$ cat src/rtl/hazard_pkg.sv
// -----------------------------------------------------------------------------
// hazard_pkg
// Shared types and constants for the ID-stage load-use hazard / stall
// controller (hazard_stall_ctrl) and its load scoreboard (hz_load_scoreboard).
//   hz_state_e     : informational FSM state reported on state_o
//   hz_ctrl_t      : bundle of the four pipeline control outputs
//   CTRL_*         : the three control encodings the priority mux selects from
//   HZ_REG_ADDR_W  : default register address width (RV32: 5 bits)
// -----------------------------------------------------------------------------
package hazard_pkg;

    localparam int HZ_REG_ADDR_W = 5;

    typedef enum logic [1:0] {
        RUN        = 2'd0,
        LOAD_STALL = 2'd1,
        MEM_FREEZE = 2'd2
    } hz_state_e;

    typedef struct packed {
        logic pc_write;
        logic stall;
        logic noop;
        logic freeze;
    } hz_ctrl_t;

    // Normal flow (also used for reset and flush).
    localparam hz_ctrl_t CTRL_RUN    = '{pc_write: 1'b1, stall: 1'b0, noop: 1'b0, freeze: 1'b0};
    // Load-use: hold PC and IF/ID, push a bubble into ID/EX.
    localparam hz_ctrl_t CTRL_BUBBLE = '{pc_write: 1'b0, stall: 1'b1, noop: 1'b1, freeze: 1'b0};
    // Cache miss: everything holds, no bubble (ID/EX is itself frozen).
    localparam hz_ctrl_t CTRL_FREEZE = '{pc_write: 1'b0, stall: 1'b1, noop: 1'b0, freeze: 1'b1};

endpackage

$ cat src/rtl/hazard_stall_ctrl_if.sv
// -----------------------------------------------------------------------------
// hazard_stall_ctrl_if
// Bundles the pipeline-facing signals of hazard_stall_ctrl.
//   Inputs to the controller : ID_rs_i, ID_rs_used_i, EX_MemRead_i, EX_rd_i,
//                              mem_stall_i, flush_i, cnt_clr_i
//   Outputs of the controller: PCWrite_o, Stall_o, NoOp_o, Freeze_o,
//                              state_o, stall_cnt_o
// modport master : the pipeline side (drives the inputs)
// modport slave  : the controller side
// -----------------------------------------------------------------------------
interface hazard_stall_ctrl_if
    import hazard_pkg::*;
#(
    parameter int NUM_SRC    = 2,
    parameter int REG_ADDR_W = HZ_REG_ADDR_W,
    parameter int CNT_W      = 16
);
    logic [NUM_SRC*REG_ADDR_W-1:0] ID_rs_i;
    logic [NUM_SRC-1:0]            ID_rs_used_i;
    logic                          EX_MemRead_i;
    logic [REG_ADDR_W-1:0]         EX_rd_i;
    logic                          mem_stall_i;
    logic                          flush_i;
    logic                          cnt_clr_i;

    logic                          PCWrite_o;
    logic                          Stall_o;
    logic                          NoOp_o;
    logic                          Freeze_o;
    logic [1:0]                    state_o;
    logic [CNT_W-1:0]              stall_cnt_o;

    modport master (
        output ID_rs_i, ID_rs_used_i, EX_MemRead_i, EX_rd_i,
               mem_stall_i, flush_i, cnt_clr_i,
        input  PCWrite_o, Stall_o, NoOp_o, Freeze_o, state_o, stall_cnt_o
    );

    modport slave (
        input  ID_rs_i, ID_rs_used_i, EX_MemRead_i, EX_rd_i,
               mem_stall_i, flush_i, cnt_clr_i,
        output PCWrite_o, Stall_o, NoOp_o, Freeze_o, state_o, stall_cnt_o
    );

endinterface

$ cat src/rtl/hz_load_scoreboard.sv
// -----------------------------------------------------------------------------
// hz_load_scoreboard
// Tracks loads that have left EX but whose data is not yet forwardable.
// DEPTH-entry {valid, rd} shift register, entry 0 youngest; the whole chain
// holds while 'hold' is high. 'match[k]' flags that source k equals the rd of
// any valid entry. With DEPTH=0 there is no storage and match is all zero.
//   clk, srst   : clock, synchronous active-high reset (clears valid bits)
//   hold        : freeze all entries
//   push_valid  : load leaving EX this cycle (rd already known non-zero)
//   push_rd     : its destination register
//   rs          : NUM_SRC packed source register addresses
//   match       : per-source hit against the scoreboard
// -----------------------------------------------------------------------------
module hz_load_scoreboard
    import hazard_pkg::*;
#(
    parameter int NUM_SRC    = 2,
    parameter int REG_ADDR_W = HZ_REG_ADDR_W,
    parameter int DEPTH      = 0
) (
    input  logic                          clk,
    input  logic                          srst,
    input  logic                          hold,
    input  logic                          push_valid,
    input  logic [REG_ADDR_W-1:0]         push_rd,
    input  logic [NUM_SRC*REG_ADDR_W-1:0] rs,
    output logic [NUM_SRC-1:0]            match
);

    genvar gi, gj;

    generate
        if (DEPTH == 0) begin : g_empty
            // Single-cycle load latency: the EX comparison in the parent is
            // all that is needed.
            logic unused_inputs;
            assign unused_inputs = ^{clk, srst, hold, push_valid, push_rd, rs};
            assign match = '0;
        end else begin : g_sb
            logic [DEPTH-1:0]      valid_reg;
            logic [REG_ADDR_W-1:0] rd_reg [DEPTH];

            always_ff @(posedge clk) begin
                if (srst) begin
                    valid_reg <= '0;
                    for (int j = 0; j < DEPTH; j++) begin
                        rd_reg[j] <= '0;
                    end
                end else if (!hold) begin
                    valid_reg[0] <= push_valid;
                    rd_reg[0]    <= push_rd;
                    for (int j = 1; j < DEPTH; j++) begin
                        valid_reg[j] <= valid_reg[j-1];
                        rd_reg[j]    <= rd_reg[j-1];
                    end
                end
            end

            for (gi = 0; gi < NUM_SRC; gi++) begin : g_match
                logic [DEPTH-1:0] hit;
                for (gj = 0; gj < DEPTH; gj++) begin : g_ent
                    assign hit[gj] = valid_reg[gj] &&
                                     (rd_reg[gj] == rs[gi*REG_ADDR_W +: REG_ADDR_W]);
                end
                assign match[gi] = |hit;
            end
        end
    endgenerate

endmodule

$ cat src/rtl/hazard_stall_ctrl.sv
// -----------------------------------------------------------------------------
// hazard_stall_ctrl
// ID-stage load-use hazard detection and stall control for the pipelined core.
// Generalised for a LOAD_LAT-cycle load-to-forward latency, NUM_SRC source
// operands, a whole-pipeline freeze on D-cache miss, and flush priority.
// Ports:
//   clk_i   : clock
//   rst_i   : synchronous reset, active high
//   bus     : hazard_stall_ctrl_if.slave
//             in : ID_rs_i, ID_rs_used_i, EX_MemRead_i, EX_rd_i,
//                  mem_stall_i, flush_i, cnt_clr_i
//             out: PCWrite_o, Stall_o, NoOp_o, Freeze_o (combinational),
//                  state_o (registered debug state), stall_cnt_o (saturating)
// Output priority: reset > cache-miss freeze > flush > load hazard > run.
// -----------------------------------------------------------------------------
module hazard_stall_ctrl
    import hazard_pkg::*;
#(
    parameter int NUM_SRC    = 2,
    parameter int REG_ADDR_W = HZ_REG_ADDR_W,
    parameter int LOAD_LAT   = 1,
    parameter int CNT_W      = 16
) (
    input  logic               clk_i,
    input  logic               rst_i,
    hazard_stall_ctrl_if.slave bus
);

    localparam int               SB_DEPTH = LOAD_LAT - 1;
    localparam logic [CNT_W-1:0] CNT_ONE  = CNT_W'(1);

    logic [NUM_SRC-1:0] sb_match;
    logic [NUM_SRC-1:0] src_hit;
    logic               hazard;
    logic               sb_push_valid;
    hz_ctrl_t           ctrl;
    hz_state_e          state_reg;
    hz_state_e          state_next;
    logic [CNT_W-1:0]   stall_cnt_reg;
    logic [CNT_W-1:0]   stall_cnt_next;

    // The load in EX moves on to MEM even when a bubble is inserted behind it,
    // so it is recorded regardless of NoOp; x0 never needs tracking.
    assign sb_push_valid = bus.EX_MemRead_i && (bus.EX_rd_i != '0);

    hz_load_scoreboard #(
        .NUM_SRC    (NUM_SRC),
        .REG_ADDR_W (REG_ADDR_W),
        .DEPTH      (SB_DEPTH)
    ) u_scoreboard (
        .clk        (clk_i),
        .srst       (rst_i),
        .hold       (ctrl.freeze),
        .push_valid (sb_push_valid),
        .push_rd    (bus.EX_rd_i),
        .rs         (bus.ID_rs_i),
        .match      (sb_match)
    );

    genvar gi;
    generate
        for (gi = 0; gi < NUM_SRC; gi++) begin : g_src
            logic [REG_ADDR_W-1:0] rs;
            logic                  ex_hit;
            assign rs          = bus.ID_rs_i[gi*REG_ADDR_W +: REG_ADDR_W];
            assign ex_hit      = bus.EX_MemRead_i && (rs == bus.EX_rd_i);
            assign src_hit[gi] = bus.ID_rs_used_i[gi] && (rs != '0) &&
                                 (ex_hit || sb_match[gi]);
        end
    endgenerate

    assign hazard = |src_hit;

    // ---------------- FSM: state register ----------------
    always_ff @(posedge clk_i) begin
        if (rst_i) begin
            state_reg <= RUN;
        end else begin
            state_reg <= state_next;
        end
    end

    // ---------------- FSM: next state ----------------
    // The state simply records which priority case won this cycle; leaving
    // MEM_FREEZE needs no special handling because the hazard is recomputed
    // every cycle against the scoreboard that was held during the freeze.
    always_comb begin
        state_next = RUN;
        if (bus.mem_stall_i) begin
            state_next = MEM_FREEZE;
        end else if (bus.flush_i) begin
            state_next = RUN;
        end else if (hazard) begin
            state_next = LOAD_STALL;
        end
    end

    // ---------------- FSM: outputs (same-cycle priority mux) ----------------
    always_comb begin
        ctrl = CTRL_RUN;
        if (rst_i) begin
            ctrl = CTRL_RUN;
        end else if (bus.mem_stall_i) begin
            ctrl = CTRL_FREEZE;
        end else if (bus.flush_i) begin
            ctrl = CTRL_RUN;
        end else if (hazard) begin
            ctrl = CTRL_BUBBLE;
        end
    end

    // ---------------- stall-cycle counter ----------------
    always_comb begin
        stall_cnt_next = stall_cnt_reg;
        if (bus.cnt_clr_i) begin
            stall_cnt_next = '0;
        end else if (ctrl.stall && (stall_cnt_reg != '1)) begin
            stall_cnt_next = stall_cnt_reg + CNT_ONE;
        end
    end

    always_ff @(posedge clk_i) begin
        if (rst_i) begin
            stall_cnt_reg <= '0;
        end else begin
            stall_cnt_reg <= stall_cnt_next;
        end
    end

    assign bus.PCWrite_o   = ctrl.pc_write;
    assign bus.Stall_o     = ctrl.stall;
    assign bus.NoOp_o      = ctrl.noop;
    assign bus.Freeze_o    = ctrl.freeze;
    assign bus.state_o     = state_reg;
    assign bus.stall_cnt_o = stall_cnt_reg;

endmodule
$ cat src/flat_wrapper.sv
// flat-port wrapper written by rule: the top's interface ports become plain ports
module hazard_stall_ctrl_flat import hazard_pkg::*;
#(
    parameter int NUM_SRC    = 2,
    parameter int REG_ADDR_W = HZ_REG_ADDR_W,
    parameter int LOAD_LAT   = 1,
    parameter int CNT_W      = 16
)
  (clk_i, rst_i, bus_ID_rs_i, bus_ID_rs_used_i, bus_EX_MemRead_i, bus_EX_rd_i, bus_mem_stall_i, bus_flush_i, bus_cnt_clr_i, bus_PCWrite_o, bus_Stall_o, bus_NoOp_o, bus_Freeze_o, bus_state_o, bus_stall_cnt_o);
  hazard_stall_ctrl_if #(.NUM_SRC(NUM_SRC), .REG_ADDR_W(REG_ADDR_W), .CNT_W(CNT_W)) bus_i ();
  input  logic clk_i;
  input  logic rst_i;
  input wire logic [$bits(bus_i.ID_rs_i)-1:0] bus_ID_rs_i;
  input wire logic [$bits(bus_i.ID_rs_used_i)-1:0] bus_ID_rs_used_i;
  input wire logic [$bits(bus_i.EX_MemRead_i)-1:0] bus_EX_MemRead_i;
  input wire logic [$bits(bus_i.EX_rd_i)-1:0] bus_EX_rd_i;
  input wire logic [$bits(bus_i.mem_stall_i)-1:0] bus_mem_stall_i;
  input wire logic [$bits(bus_i.flush_i)-1:0] bus_flush_i;
  input wire logic [$bits(bus_i.cnt_clr_i)-1:0] bus_cnt_clr_i;
  output wire logic [$bits(bus_i.PCWrite_o)-1:0] bus_PCWrite_o;
  output wire logic [$bits(bus_i.Stall_o)-1:0] bus_Stall_o;
  output wire logic [$bits(bus_i.NoOp_o)-1:0] bus_NoOp_o;
  output wire logic [$bits(bus_i.Freeze_o)-1:0] bus_Freeze_o;
  output wire logic [$bits(bus_i.state_o)-1:0] bus_state_o;
  output wire logic [$bits(bus_i.stall_cnt_o)-1:0] bus_stall_cnt_o;
  assign bus_i.ID_rs_i = bus_ID_rs_i;
  assign bus_i.ID_rs_used_i = bus_ID_rs_used_i;
  assign bus_i.EX_MemRead_i = bus_EX_MemRead_i;
  assign bus_i.EX_rd_i = bus_EX_rd_i;
  assign bus_i.mem_stall_i = bus_mem_stall_i;
  assign bus_i.flush_i = bus_flush_i;
  assign bus_i.cnt_clr_i = bus_cnt_clr_i;
  assign bus_PCWrite_o = bus_i.PCWrite_o;
  assign bus_Stall_o = bus_i.Stall_o;
  assign bus_NoOp_o = bus_i.NoOp_o;
  assign bus_Freeze_o = bus_i.Freeze_o;
  assign bus_state_o = bus_i.state_o;
  assign bus_stall_cnt_o = bus_i.stall_cnt_o;
  hazard_stall_ctrl #(.NUM_SRC(NUM_SRC), .REG_ADDR_W(REG_ADDR_W), .LOAD_LAT(LOAD_LAT), .CNT_W(CNT_W)) u_core (.clk_i(clk_i), .rst_i(rst_i), .bus(bus_i));
endmodule
$ cat config.mk
export PLATFORM = sky130hd
export DESIGN_NAME = hazard_stall_ctrl_flat
export DESIGN_NICKNAME = d
export VERILOG_FILES = /design/src/rtl/hazard_pkg.sv /design/src/rtl/hazard_stall_ctrl_if.sv /design/src/rtl/hz_load_scoreboard.sv /design/src/rtl/hazard_stall_ctrl.sv /design/src/flat_wrapper.sv
export SDC_FILE = /design/constraint.sdc
export NUM_CORES = 1
export LEC_CHECK = 0
export BUFFER_PORTS_ARGS = -buffer_cell sky130_fd_sc_hd__buf_2
export CAP_MARGIN = 40
export CORE_MARGIN = 8
export CORE_UTILIZATION = 43
export DETAILED_ROUTE_END_ITERATION = 10
export PLACE_DENSITY = 0.74
export SYNTH_ARGS = -nofsm -noshare
export SYNTH_HDL_FRONTEND = slang
export SYNTH_SLANG_ARGS = --single-unit
$ cat constraint.sdc
create_clock -name clk_i -period 1.63 [get_ports clk_i]
set_input_delay 0.163 -clock clk_i [delete_from_list [all_inputs] [get_ports clk_i]]
set_output_delay 0.163 -clock clk_i [all_outputs]
set_load 0.02 [all_outputs]
==> qor.txt <==
share of layout cells above drive strength 1 - 0.600
Yosys reg bits - 18
Die W - 67.0 um
Achievable Freq - 0.591 GHz
Longest Clk Path Bufs - 2
Hold Path Depth - 2
worst endpoint required time - 1.88 ns
peak supply drop - 0.401 mV
post-layout util - 0.761
Root Driver - clkbuf_4
Mean Syn Cell Area - 8.28 um^2
total wire length - 4220 um
total CTS buffers - 3
row cnt - 18
PortBufs - 44
Post-synth EDFFs - 0
first-pass GRT wire length - 6150 um
post-DR wirelength/cell - 18.0 um
sequential fraction of the synthesis area - 0.323
total of max-cap violations - 0
nature of the critical path startpoint - register
Hold Vio Cnt, Final - 0
ys async rst share - 0
hold path start - bus_mem_stall_i
Placed Cells - 220
Leakage - 0.777 nW
via/cell ratio - 5.93
final setup vio count - 12
cells on worst reg2reg path - 7
reg2reg start - u_core.bus.stall_cnt_o[4]
post-route cell area - 0.00189 mm^2
DP HPWL - 2580 um
IO Pins - 45
power per cell area - 463 mW/mm^2
Crit-path slowest cell - or4_4
failing checks - setup timing
Starting Density - 0.451
H-tree depth - 1
clk_lat worst skew - 0.30 ns
Antenna Cells - 0
Post-Syn Instances - 135
TritonCTS clock tree - yes
worst slew pin tran - 0.524 ns
DP Area - 0.00150 mm^2
drc violations - 0
largest net degree at the start of global routing - 12
initial antenna violation count - 0
CP peak stage delay - 0.47 ns
Pre-antenna DRT Iters - 4
skew final - 0.00369 ns
Final Net Count - 230
vias in the first global route - 1,425
unrepaired setup endpoints after global routing - true
total gr overflow - 0
CP Cell Sequence - and4_4 > and2_4 > nand3_4 > nor3_4 > buf_6 > or4_4 > a21oi_2
Post-Layout Cell Count - 235
Distinct cells, synth - 38
core footprint - 0.00248 mm^2
kind of critical path - register to register
Total GRT Usage - 0.173
worst min-delay path class - input pin to register
synthesized cell area - 0.00112 mm^2
clk sink count - 18
Syn. warnings - 0
critical path fanouts, max - 7
Slew HR - 0.649
Pins Over Slew Limit - 0
Die Area - 0.00449 mm^2
Setup WS pre-CTS - -0.212 ns
r2r endpoint - u_core.bus.stall_cnt_o[13]
Hold EP - u_core.bus.state_o[0]
area added between synthesis and finish - 68.8%
FF-to-FF setup slack - -0.06 ns
CP Capture Type - register
Tcrit/Tclk final - 1.04
DR vias - 1,393
RD Place Congestion - 0.879
syn_nets - 159
Synth Flop Type - dfxtp_1
status - finished, violations left
Final ANT Viol Nets - 0
worst setup margin - -0.0625 ns
fill count - 168
die height - 67.0 um
Final min period - 1.69 ns
total negative slack - -0.386 ns
First DRT Iteration DRCs - 83
Clock transition at path regs - 0.11 ns
crit path DAT - 1.94 ns
-- flip-flops by register name, summed over array words and instances, names as in the netlist --
register and count:
u_core.bus.state_o 2, u_core.bus.stall_cnt_o 16
-- critical path: cells and delay by family, from the launching register on --
family,cells,cell delay (ns)
and+or+nand+nor,5,0.97
DFF,1,0.35
buffers and inverters,1,0.15
AOI/OAI and AO/OA,1,0.15
-- cell families (layout without fill, tap and decap cells) --
kind of cell | Yosys count | in the layout | synth area share
AOI/OAI and AO/OA | 30 | 30 | 0.184
adders and majority gates | 1 | 1 | 0.0112
and+or+nand+nor | 63 | 63 | 0.328
muxes | 4 | 4 | 0.0358
xor gates and xnor gates | 8 | 8 | 0.0627
buffers and inverters | 11 | 81 | 0.0560
DFF | 18 | 18 | 0.323
-- routing by layer --
layer / part of all wire / global-route usage / vias to the layer above
met4: 0.028 / 0.0783 / 0
met5: 0 / 0 / -
met3: 0.063 / 0.0336 / 11
li1: - / - / 649
met1: 0.39 / 0.187 / 668
met2: 0.52 / 0.314 / 65
-- layout make-up --
type | count | area, um^2 | share of cell area
Tap cell | 30 | 37.5 | 0.0199
Clock buffer | 4 | 26.3 | 0.0139
Timing Repair Buffer | 73 | 557 | 0.295
Inverter | 4 | 15.0 | 0.00796
Sequential cell | 18 | 378 | 0.200
Multi-Input combinational cell | 106 | 872 | 0.463
-- synthesized netlist by cell type, types with 3 or more instances --
cell type / n / area share
dfxtp_1: 18 / 0.32
nand2_1: 12 / 0.040
a21oi_1: 11 / 0.049
nand3_1: 10 / 0.045
o31ai_1: 8 / 0.054
or4_1: 8 / 0.054
xnor2_1: 8 / 0.063
nor2_1: 7 / 0.024
or3_1: 5 / 0.028
inv_1: 4 / 0.013
mux2i_1: 4 / 0.036
nand4_1: 4 / 0.022
nor3_1: 3 / 0.013
nor4_1: 3 / 0.017
-- placed cells by master, fill, tap and decap left out, types with 2 or more instances in the layout --
cell	n
a21oi_1	6
a21oi_2	5
buf_12	2
buf_16	2
buf_2	39
buf_4	19
buf_6	11
clkbuf_4	3
dfxtp_1	8
dfxtp_2	8
dfxtp_4	2
inv_1	3
mux2i_1	4
nand2_1	10
nand3_1	9
nand4_1	4
nor2_1	4
nor2_2	2
nor3_2	2
nor3_4	2
o21ai_0	2
o31ai_1	8
or3_1	5
or4_1	2
or4_4	6
xnor2_1	7
-- per-stage QoR --
stage	total power [W]	hold slack (ns)
finish	0.000874	0.0386
floorplan	0.000515	0.235
detailed placement	0.000575	0.369
CTS	0.000856	0.0479
global route	0.000915	0.0320
global placement	0.000570	0.356
-- worst max-delay path by stage --
stage | startpoint | end | slack (ns)
after floorplan | u_core.bus.stall_cnt_o[10] | u_core.bus.stall_cnt_o[15] | 0.01
after global placement | rst_i | u_core.bus.stall_cnt_o[3] | -0.10
after detailed placement | rst_i | u_core.bus.stall_cnt_o[3] | -0.21
after CTS | bus_ID_rs_i[3] | bus_Stall_o | -0.05
after global routing | u_core.bus.stall_cnt_o[4] | u_core.bus.stall_cnt_o[13] | -0.11
final | u_core.bus.stall_cnt_o[4] | u_core.bus.stall_cnt_o[13] | -0.06
-- repair_timing --
action	CTS	global route
gates cloned	3	0
hold buffers	0	0
buffers inserted	7	1
endpoints found under the setup margin	13	18
gates resized for setup	26	29
pin swaps	21	16
-- where the power goes --
group / total, W / switching [W] / leakage (nW) / internal, W
sequential: 0.000441 / 0.00000223 / 0.151 / 0.000439
clock: 0.000244 / 0.000148 / 0.0150 / 0.0000956
combinational: 0.000189 / 0.0000921 / 0.611 / 0.0000971
total: 0.000874 / 0.000242 / 0.777 / 0.000631
(Power assumes the default switching activity.)
